### config.mk
export PLATFORM = sky130hd
export DESIGN_NAME = keypad_scan
export DESIGN_NICKNAME = d
export VERILOG_FILES = /design/src/rtl/keypad_scan.sv
export SDC_FILE = /design/constraint.sdc
export NUM_CORES = 1
export LEC_CHECK = 0
export BUFFER_PORTS_ARGS = -buffer_cell sky130_fd_sc_hd__buf_2
export CORE_MARGIN = 4
export CORE_UTILIZATION = 45
export CTS_CLUSTER_SIZE = 12
export DETAILED_ROUTE_END_ITERATION = 10
export GPL_TIMING_DRIVEN = 0
export SETUP_SLACK_MARGIN = 0.1
export SYNTH_ARGS = -nofsm -noshare
export SYNTH_HDL_FRONTEND = slang
export SYNTH_SLANG_ARGS = --single-unit
### constraint.sdc
create_clock -name clk -period 5.2 [get_ports clk]
set_input_delay 1.04 -clock clk [delete_from_list [all_inputs] [get_ports clk]]
set_output_delay 1.04 -clock clk [all_outputs]
set_load 0.02 [all_outputs]
### src/rtl/keypad_scan.sv
// keypad_scan: 4x4 matrix keypad scanner with synchronizer, press/release debounce
// and a one-cycle key_valid strobe. Define KEYPAD_AUTOREPEAT_EN for auto-repeat while held.
module keypad_scan #(
    parameter int SCAN_DIV     = 48000,
    parameter int DEBOUNCE_CNT = 20,
    parameter int REPEAT_CNT   = 24000000
) (
    input  logic       clk,
    input  logic       reset,
    input  logic [3:0] cols,
    output logic [3:0] rows,
    output logic [3:0] key,
    output logic       key_valid
);

    localparam int SW = $clog2(SCAN_DIV + 1);
    localparam int DW = $clog2(DEBOUNCE_CNT + 1);

    typedef enum logic [1:0] {SCAN, DEBOUNCE, HELD, RELEASE} state_t;

    state_t        state, state_n;
    logic [1:0]    row, row_n;
    logic [1:0]    col, col_n;
    logic [SW-1:0] scan_cnt, scan_cnt_n;
    logic [DW-1:0] db_cnt, db_cnt_n;
    logic [3:0]    key_n;
    logic          key_valid_n;
    logic [3:0]    sync1, scols;
    logic          col_low;

`ifdef KEYPAD_AUTOREPEAT_EN
    localparam int RW = $clog2(REPEAT_CNT + 1);
    logic [RW-1:0] rep_cnt, rep_cnt_n;
`endif

    function automatic logic [3:0] key_code(input logic [1:0] r, input logic [1:0] c);
        case ({r, c})
            4'd0:  key_code = 4'h1;
            4'd1:  key_code = 4'h2;
            4'd2:  key_code = 4'h3;
            4'd3:  key_code = 4'hA;
            4'd4:  key_code = 4'h4;
            4'd5:  key_code = 4'h5;
            4'd6:  key_code = 4'h6;
            4'd7:  key_code = 4'hB;
            4'd8:  key_code = 4'h7;
            4'd9:  key_code = 4'h8;
            4'd10: key_code = 4'h9;
            4'd11: key_code = 4'hC;
            4'd12: key_code = 4'hE;
            4'd13: key_code = 4'h0;
            4'd14: key_code = 4'hF;
            default: key_code = 4'hD;
        endcase
    endfunction

    function automatic logic [1:0] first_low(input logic [3:0] v);
        if (!v[0])      first_low = 2'd0;
        else if (!v[1]) first_low = 2'd1;
        else if (!v[2]) first_low = 2'd2;
        else            first_low = 2'd3;
    endfunction

    always_ff @(posedge clk) begin
        if (!reset) begin
            sync1 <= 4'b1111;
            scols <= 4'b1111;
        end else begin
            sync1 <= cols;
            scols <= sync1;
        end
    end

    assign col_low = ~scols[col];
    assign rows    = ~(4'b0001 << row);

    always_ff @(posedge clk) begin
        if (!reset) begin
            state     <= SCAN;
            row       <= 2'd0;
            col       <= 2'd0;
            scan_cnt  <= '0;
            db_cnt    <= '0;
            key       <= 4'h0;
            key_valid <= 1'b0;
`ifdef KEYPAD_AUTOREPEAT_EN
            rep_cnt   <= '0;
`endif
        end else begin
            state     <= state_n;
            row       <= row_n;
            col       <= col_n;
            scan_cnt  <= scan_cnt_n;
            db_cnt    <= db_cnt_n;
            key       <= key_n;
            key_valid <= key_valid_n;
`ifdef KEYPAD_AUTOREPEAT_EN
            rep_cnt   <= rep_cnt_n;
`endif
        end
    end

    always_comb begin
        state_n     = state;
        row_n       = row;
        col_n       = col;
        scan_cnt_n  = scan_cnt;
        db_cnt_n    = db_cnt;
        key_n       = key;
        key_valid_n = 1'b0;
`ifdef KEYPAD_AUTOREPEAT_EN
        rep_cnt_n   = rep_cnt;
`endif
        case (state)
            SCAN: begin
                if (scan_cnt >= SW'(SCAN_DIV - 1)) begin
                    scan_cnt_n = '0;
                    db_cnt_n   = '0;
                    if (scols != 4'b1111) begin
                        col_n   = first_low(scols);
                        state_n = DEBOUNCE;
                    end else begin
                        row_n = row + 2'd1;
                    end
                end else if (scan_cnt != SW'(SCAN_DIV)) begin
                    scan_cnt_n = scan_cnt + 1'b1;
                end
            end
            DEBOUNCE: begin
                if (col_low) begin
                    if (db_cnt >= DW'(DEBOUNCE_CNT - 1)) begin
                        key_n       = key_code(row, col);
                        key_valid_n = 1'b1;
                        db_cnt_n    = '0;
                        state_n     = HELD;
`ifdef KEYPAD_AUTOREPEAT_EN
                        rep_cnt_n   = '0;
`endif
                    end else if (db_cnt != DW'(DEBOUNCE_CNT)) begin
                        db_cnt_n = db_cnt + 1'b1;
                    end
                end else begin
                    // bounce: drop the candidate and move on as if the row were empty
                    state_n    = SCAN;
                    row_n      = row + 2'd1;
                    scan_cnt_n = '0;
                    db_cnt_n   = '0;
                end
            end
            HELD: begin
                if (!col_low) begin
                    state_n  = RELEASE;
                    db_cnt_n = '0;
                end else begin
`ifdef KEYPAD_AUTOREPEAT_EN
                    if (rep_cnt >= RW'(REPEAT_CNT - 1)) begin
                        key_valid_n = 1'b1;
                        rep_cnt_n   = '0;
                    end else if (rep_cnt != RW'(REPEAT_CNT)) begin
                        rep_cnt_n = rep_cnt + 1'b1;
                    end
`endif
                end
            end
            RELEASE: begin
                if (col_low) begin
                    db_cnt_n = '0;
                end else if (db_cnt >= DW'(DEBOUNCE_CNT - 1)) begin
                    state_n    = SCAN;
                    row_n      = row + 2'd1;
                    scan_cnt_n = '0;
                    db_cnt_n   = '0;
                end else if (db_cnt != DW'(DEBOUNCE_CNT)) begin
                    db_cnt_n = db_cnt + 1'b1;
                end
            end
            default: state_n = SCAN;
        endcase
    end

endmodule

Word level (Yosys, flattened, before mapping) --
Memories as Yosys holds them, arrays and structs flattened. A register that Yosys moved wholly into a read port is not among the register bits. Index checks and enable logic that the tools add are counted.
Storage, ports and cells: register bits 36, latch bits 0, memory bits (writable) 0, memory bits (read-only) 64, input bits 6, memories 1
Cells by class: $add $sub $neg 3, multiply operators 0, div/mod/pow operators 0, $lt $le $gt $ge 3, equal/unequal tests 15, shift operators 1, multiplexer cells 33, bitwise logic cells 4, reduce and logical (&&, ||, !) cells 10
Memory list:
- (name not given) | words 16, bits a word 4, rd ports 1, clocked after Yosys merged registers in 1, wr ports 0, line 37 | case ({r, c})
Operator list (count):
- 2-to-1 mux 16 bit | 5
- one-hot mux 16 bit (3 select lines) | 1
- 2-to-1 mux 5 bit | 6
- 2-to-1 mux 2 bit | 14
- one-hot mux 5 bit (4 select lines) | 1
- adder 16 x 1 -> 16 bit (second input constant) | 1
- greater-or-equal comparator 16 bit (second input constant) | 1
- != test 16 bit (second input constant) | 1
- != test 2 bit (second input constant) | 7
- AND reduction 6 bit | 2
- one-hot mux 2 bit (4 select lines) | 1
- != test 3 bit (second input constant) | 2
- one-hot mux 2 bit (3 select lines) | 1
- AND reduction 3 bit | 2
- adder 5 x 1 -> 5 bit (second input constant) | 1
- greater-or-equal comparator 5 bit (second input constant) | 1
- != test 5 bit (second input constant) | 1
- AND reduction 5 bit | 1
- == test 2 bit (second input constant) | 2
- != test 4 bit (second input constant) | 1
- NOT 4 bit | 1
- << shifter 1 x 2 -> 4 bit (first input constant) | 1
- < comparator 2 x 3 -> 1 bit (second input constant) | 1
- 2-to-1 mux 1 bit | 3
- 9 further kinds | 11

Logic depth before layout (Yosys ltp) --
Gate-level depths: netlist (run 1).
word-level depth 5, depth in mapped cells 8, depth with buffers taken out 6

Least setup slack after synthesis (run 1) --
OpenSTA, ideal clock, no wires.
path kind reg2reg, start point register col[1], end point register scan_cnt[10], library setup time 74 ps, data arrival time 1886 ps, path slack 3239 ps, cell stages (with the launch flop) 8, buffers on the path 2, clock period less this slack 1961 ps, path through dfxtp_1 > mux4_2 > or2b_4 > nand2_4 > buf_6 > buf_2 > nand2_1 > a31oi_1
On the way: word-level cells in the longest chain between the ends 4, elaborated cells on any way between the ends 5, those cells by class eq/ne: 2; mux: 2; reduce/logical: 1
Ends and longest elaborated chain:
- start: declaration | line 23 | logic [1:0] col, col_n;
- start signal: assignment | line 92 | col <= col_n;
- binary-select mux 1 bit (select 2 bit) (*) | line 74 | assign col_low = ~scols[col];
- 2-to-1 mux 1 bit (implied by the code) (*) | line 74
- != test 2 bit (no line)
- AND reduction 5 bit (no line) (*)
- end signal: assignment | line 93 | scan_cnt <= scan_cnt_n;
- end: declaration | line 24 | logic [SW-1:0] scan_cnt, scan_cnt_n;
Every way passes the cells marked *; elsewhere a longest branch is shown, timed or not. The select of a mux whose other input is x is not followed. A chain may end at the register's enable or synchronous reset.

Worst setup path after layout (run 1) --
start point register row[0], end point output rows[0]
On the way: word-level cells in the longest chain between the ends 2
Ends and longest elaborated chain:
- start: declaration | line 22 | logic [1:0] row, row_n;
- start signal: assignment | line 91 | row <= row_n;
- << shifter 1 x 2 -> 4 bit | line 75 | assign rows = ~(4'b0001 << row);
- NOT 4 bit | line 75
- end: declaration | line 11 | output logic [3:0] rows,
No other way between the ends.

==> results.yml, run 1 <==
timing:
  setup-violations-final: 0
  timing.setup.tns_ns: 0
  tightestPinTransition_ns: 0.8387
  worst_slew_margin_rel_pct: 43.62
  timing.clock.skew_ns: 0.007669
  setup_repair_after_global_routing_missed_its_margin: "no"
  timing_max_transition_violations_final: 0
  final_hold_viol_count: 0
  timing.fmax_mhz: 413.5
  finalCriticalPeriod_ns: 2.418
  post-route-period-util_pct: 46.51
synthesis:
  yosys.area_share.adder_pct: 7.287
  yosys-mux-area-fraction_pct: 3.812
  syn-instance-count: 266
  synthesized_nets: 285
  synth_async_sr_flop_share_pct: 0
  yosys_warnings: 0
  synth_simple_gate_area_share_pct: 26.79
  main_synth_ff_type: "dfxtp_1"
  synth_seq_area_share_pct: 35.87
  postSynthAreaPerCell_um2: 8.392
  synth_cell_type_count: 51
  post_synthesis_compound_gate_area_fraction_pct: 19.28
  synth_enable_flop_cells: 0
  synthesis.area_um2: 2232
  post_synth_xor_area_fraction_pct: 0.7848
  synth_top_family_by_area: "simple AND/OR/NAND/NOR gates"
  postSynthRegisterBits: 40
layout:
  antennaDiodeCount: 0
  flow.area_growth_from_synthesis_pct: 11.72
  num-nets-final: 306
  fin_cells: 355
  layout_cells_sized_above_1_pct: 12.15
  design_area_um2: 2494
cts:
  post_cts.repair.setup_buffers: 0
  cts-buffers-inserted: 5
  clockBufferDepth: 2
  clock-root-buffer: "clkbuf_8"
  clkSinkCount: 40
  clock_insertion_delay_worst_skew_ns: 0.29
  ctsHtreeMaxLevel: 2
  clk_pin_slew_ns: 0.08
  post_cts.resized_instances: 0
  cts-hold-fix-buffers: 0
  cts_tree: "yes"
placement:
  numPlacedInstances: 347
  detailed_place.area_um2: 2386
  place.detailed.hpwl_mm: 3.603
  port_buffers: 14
  globalplace.congestion: 0.8091
flow_run:
  maxCapViolations: 0
setup_path:
  endpoint_kind: "output pin"
  critPathLaunchType: "flip-flop"
  cp_data_required_time_ns: 4.16
  worstPathMaxFanout: 8
  crit_path_category: "flip-flop to output pin"
  cp_data_arrival_time_ns: 1.38
  timing.reg2reg.worst_path_depth: 4
power_and_ir_drop:
  static_leak_uw: 0.0009513
  maximum_ir_drop_on_the_vdd_rail_v: 0.0001345
  power.density_nw_per_um2: 243.1
  total_power_uw: 606.2
floorplanning:
  core-area_um2: 4755
  die_height_um: 78.43
  num_io_pins: 15
  std_cell_rows: 25
  dieArea_um2: 6151
  chipWidth_um: 78.43
  starting_density_of_the_core_pct: 46.95
global_routing:
  grt_pass1_vias: 1811
  antenna_violations_before_repair: 0
  globalRouteOverflowTotal: 0
  wire_length_of_the_first_global_routing_pass_mm: 8.631
  globalRouteTotalUtil_pct: 17.48
  pin_count_of_the_biggest_net_entering_global_routing: 13
detailed_routing:
  avgRoutedWirePerCell_um: 13.95
  drtAntennaViolNets: 0
  wirelength_mm: 4.953
  routed_via_count_divided_by_cell_count: 5.423
  num_vias: 1925
  drt-pass1-iter-count: 4
  post-route-drc-count: 0
  initialDrtViolationCount: 130
worst_hold_path:
  min_path_cells: 1
  hold_path.class: "flip-flop to flip-flop"
status:
  outcome: "finished clean"
## worst max-delay path, stage by stage (launching register included)
cell     delay, ns
dfxtp_1       0.48
inv_1         0.18
ha_1          0.23
inv_1         0.04
buf_2         0.15
## state kept, by name, indices dropped and copies added, names as in the netlist, named ones only
signal,flops
scan_cnt,16
db_cnt,5
key,4
scols,4
sync1,4
col,2
row,2
key_valid,1
state,1
## path summary, 6_finish.rpt
check	from	to	slack [ns]
hold / removal	sync1[1]$_SDFF_PN1_	scols[1]$_SDFF_PN1_	0.41
setup / recovery	row[0]$_SDFFE_PN0P_	rows[0]	2.78
setup reg to reg	col[1]$_SDFFE_PN0P_	key[2]$_SDFFE_PN0P_	2.91
hold reg to reg	sync1[1]$_SDFF_PN1_	scols[1]$_SDFF_PN1_	0.41
## routing by layer
layer / wire, um / share of wire [%] / GRT usage, % / vias to the layer above
li1: - / - / - / 1013
met1: 2443 / 49 / 23.21 / 870
met2: 2266 / 46 / 28.42 / 35
met3: 182 / 3.7 / 3.784 / 7
met4: 60 / 1.2 / 5.245 / 0
met5: 0 / 0 / 0 / -
## cell usage after synthesis (all sizes together), types with 4 or more instances
| master | number | area, um^2 |
|---|---|---|
| a211oi | 7 | 52.55 |
| a21o | 4 | 30.03 |
| a21oi | 16 | 80.08 |
| a31o | 4 | 35.03 |
| a31oi | 6 | 37.54 |
| and3 | 4 | 25.02 |
| clkbuf | 12 | 45.04 |
| dfxtp | 40 | 800.8 |
| ha | 13 | 162.7 |
| inv | 19 | 71.32 |
| mux2i | 4 | 40.04 |
| nand2 | 30 | 120.1 |
| nand2b | 10 | 62.56 |
| nand3 | 22 | 110.1 |
| nand4 | 4 | 25.02 |
| nor2 | 8 | 30.03 |
| nor3 | 9 | 45.04 |
| o21ai | 7 | 38.79 |
| or4 | 5 | 37.54 |
## placed cells by master (no fill, tap or decap), drive strengths merged, types with 2 or more instances in the layout
cell type  netlist  final
dfxtp           40     40
nand3b           2      2
nand2b          10     10
a31oi            6      6
clkbuf          12     18
nor4             3      3
ha              13     13
nand4b           2      2
xnor2            2      2
and3             4      4
nor3             9      9
a31o             4      4
mux4             2      2
or4              5      5
or3              2      2
nand3           22     22
o21ai            7      7
mux2i            4      4
a22o             2      2
a211oi           7      7
nand4            4      4
buf              3     17
inv             19     19
and4             3      3
and2             3      3
a21oi           16     16
a21o             4      4
o211ai           2      2
nand2           30     30
nor2             8      8
## layout make-up
type                       instances  area [um^2]
multi-input combinational        192         1294
timing repair buffer              14        70.07
clock buffer                       6        72.57
sequential                        40        800.8
clock inverter                     2        35.03
buffer                            15        66.31
inverter                          19        71.32
fill                             480         2261
tap                               67        83.83
## metrics by stage
stage	worst slack, ns	utilization [%]	hold WS, ns
2_1_floorplan	3.239	-	0.3863
3_3_place_gp	2.766	50.18	0.3880
3_5_place_dp	2.759	50.18	0.3988
4_1_cts	2.752	52.45	0.4176
5_1_grt	2.656	52.45	0.4337
6_report	2.782	52.45	0.4147
## where the power goes
part | internal [uW] | total (uW) | switching (uW)
combinational | 13.8 | 36.0 | 22.2
clock | 142 | 249 | 106
sequential | 313 | 321 | 7.96
total | 470 | 606 | 137
## logic make-up after synthesis
logic type / Yosys count
DFF: 40
adders and majority gates: 13
muxes: 6
xor gates and xnor gates: 2
and+or+nand+nor: 110
AOI/OAI and AO/OA: 61
buffers and inverters: 34
No activity file was read; power rests on OpenSTA's default activity.
==> run 2: changes to the inputs <==
==> constraint.sdc (replaced) <==
create_clock -name clk -period 2.15 [get_ports clk]
set_input_delay 0.43 -clock clk [delete_from_list [all_inputs] [get_ports clk]]
set_output_delay 0.43 -clock clk [all_outputs]
set_load 0.02 [all_outputs]
==> run 2 against run 1 <==
- first-iteration DRC count up 13%
- register-to-register slack worse by 2.7 ns
- non-clock buffer count up 16
- design area increased by 12%
- via count grew 6.1%
- global-route usage up 0.34 points
- clock skew up 0.0026 ns
- clock power grew 140%
- worst hold slack got worse by 0.098 ns
- critical path type is now flip-flop to flip-flop
==> results.yml, run 2 (same netlist as run 1, synthesis figures left out) <==
floorplanning:
  std_cell_rows: 25
  die_height_um: 78.43
  core-area_um2: 4755
  num_io_pins: 15
  chipWidth_um: 78.43
  starting_density_of_the_core_pct: 46.95
  dieArea_um2: 6151
placement:
  globalplace.congestion: 0.8091
  place.detailed.hpwl_mm: 3.603
  port_buffers: 14
setup_path:
  cp_slowest_cell: "or4_1"
  crit_family: "simple AND/OR/NAND/NOR gates"
  cp_data_arrival_time_ns: 2.19
  worstPathMaxFanout: 5
  cp_num_buf_inv: 1
  critPathLaunchType: "flip-flop"
  crit_path_category: "flip-flop to flip-flop"
  path_cells: "ha_4 -> and3_4 -> a21o_1 -> a21o_4 -> buf_4 -> or4_1 -> a31oi_1"
  cp_data_required_time_ns: 2.36
  endpoint_kind: "flip-flop"
  setup.reg_to_reg.worst_slack_ns: 0.17
  critical_path.max_stage_delay_ns: 0.46
layout:
  layout_cells_sized_above_1_pct: 24.01
  largest_register_ffs: 16
  antennaDiodeCount: 0
  mostFrequentLayoutCells: "dfxtp_1 (35), nand2_1 (28), nand3_1 (22), inv_1 (19)"
  seq_area_um2: 819.5
  fillCellCount: 461
  num-nets-final: 322
  multi_input_area_um2: 1388
  flow.area_growth_from_synthesis_pct: 24.94
  layout_commonest_cell: "dfxtp_1"
  top_register: "scan_cnt"
  biggestRegsByFlops: "scan_cnt: 16 flops, db_cnt: 5 flops"
cts:
  clockBufferDepth: 2
  ctsHtreeMaxLevel: 2
  clock-root-buffer: "clkbuf_8"
  clkSinkCount: 40
  cts_tree: "yes"
  clock_insertion_delay_worst_skew_ns: 0.29
  clk_pin_slew_ns: 0.07
  cts-buffers-inserted: 5
status:
  outcome: "finished clean"
power_and_ir_drop:
  part_of_the_power_in_registers_pct: 51.9
  static_leak_uw: 0.001064
  p_int_uw: 1155
  clock_group_share_of_total_power_pct: 40.3
  maximum_ir_drop_on_the_vdd_rail_v: 0.0003103
  combPwrFrac_pct: 7.8
  power.density_nw_per_um2: 537.8
  p_switching_uw: 344.9
  total_power_uw: 1500
  switching_share_pct: 22.99
timing:
  whs_ns: 0.3169
  post-route-period-util_pct: 91.93
  timing.clock.skew_ns: 0.01027
  timing.fmax_mhz: 505.9
  tightestPinTransition_ns: 0.5304
  finalCriticalPeriod_ns: 1.977
  worst_slew_margin_rel_pct: 64.64
  setup-violations-final: 0
  final_hold_viol_count: 0
  timing_max_transition_violations_final: 0
  setup_repair_after_global_routing_missed_its_margin: "yes"
  timing.setup.tns_ns: 0
global_routing:
  globalRouteOverflowTotal: 0
  pin_count_of_the_biggest_net_entering_global_routing: 13
  grt_pass1_vias: 1839
  antenna_violations_before_repair: 0
  globalRouteTotalUtil_pct: 17.82
  wire_length_of_the_first_global_routing_pass_mm: 8.790
worst_hold_path:
  hold_path.class: "input pin to flip-flop"
detailed_routing:
  avgRoutedWirePerCell_um: 14.49
  initialDrtViolationCount: 147
  post-route-drc-count: 0
  drtAntennaViolNets: 0
  wirelength_mm: 5.377
  drt-pass1-iter-count: 5
  routed_via_count_divided_by_cell_count: 5.504
  num_vias: 2042
flow_run:
  maxCapViolations: 0
## run 2: final cells by class
type | instances | share of cell area, %
multi-input cells | 192 | 49.75
flip-flops and latches | 40 | 29.39
repair buffers | 30 | 8.075
plain buffers | 15 | 3.365
well taps | 67 | 3.006
clock buffers | 6 | 2.602
inverters | 19 | 2.557
clock inverters | 2 | 1.256
## run 2: power by group through the flow
stage          Clock (uW)  Combinational (uW)  Sequential [uW]
2_1_floorplan           0                64.8              790
3_3_place_gp            0                86.8              794
3_5_place_dp            0                88.5              794
4_1_cts               624                92.0              778
5_1_grt               654                 131              781
6_report              605                 117              778
## run 2: per-stage QoR
| stage | std cells | utilization (%) | setup WS (ns) | cell area (um^2) |
|---|---|---|---|---|
| after detailed placement | 347 | 50.18 | -0.1501 | 2386 |
| after floorplan | 266 | - | 0.1894 | 2232 |
| after CTS | 357 | 53.58 | 0.1014 | 2547 |
| after global placement | 347 | 50.18 | -0.1171 | 2386 |
| after global routing | 371 | 58.66 | 0.08394 | 2789 |
| final | 371 | 58.66 | 0.1734 | 2789 |
## run 2: what timing repair did
action,CTS,global route
hold buffers,0,0
pin swaps,3,11
setup buffers,2,12
gates cloned,0,2
resized for setup,11,33
setup endpoints to repair,28,21
## run 2: path summary, 6_finish.rpt
kind                            start                        end  depth (start not counted)
min reg2reg       sync1[1]$_SDFF_PN1_        scols[1]$_SDFF_PN1_                          1
max          scan_cnt[1]$_SDFFE_PN0P_  scan_cnt[13]$_SDFFE_PN0P_                          7
max reg2reg  scan_cnt[1]$_SDFFE_PN0P_  scan_cnt[13]$_SDFFE_PN0P_                          7
min                           cols[3]        sync1[3]$_SDFF_PN1_                          2
## run 2: per-layer routing
metal,global-route usage (%),wire length [um],vias to the layer above
li1,-,-,1043
met1,23.07,2522,952
met2,29.79,2566,40
met3,3.784,230,7
met4,5.245,57,0
met5,0,0,-
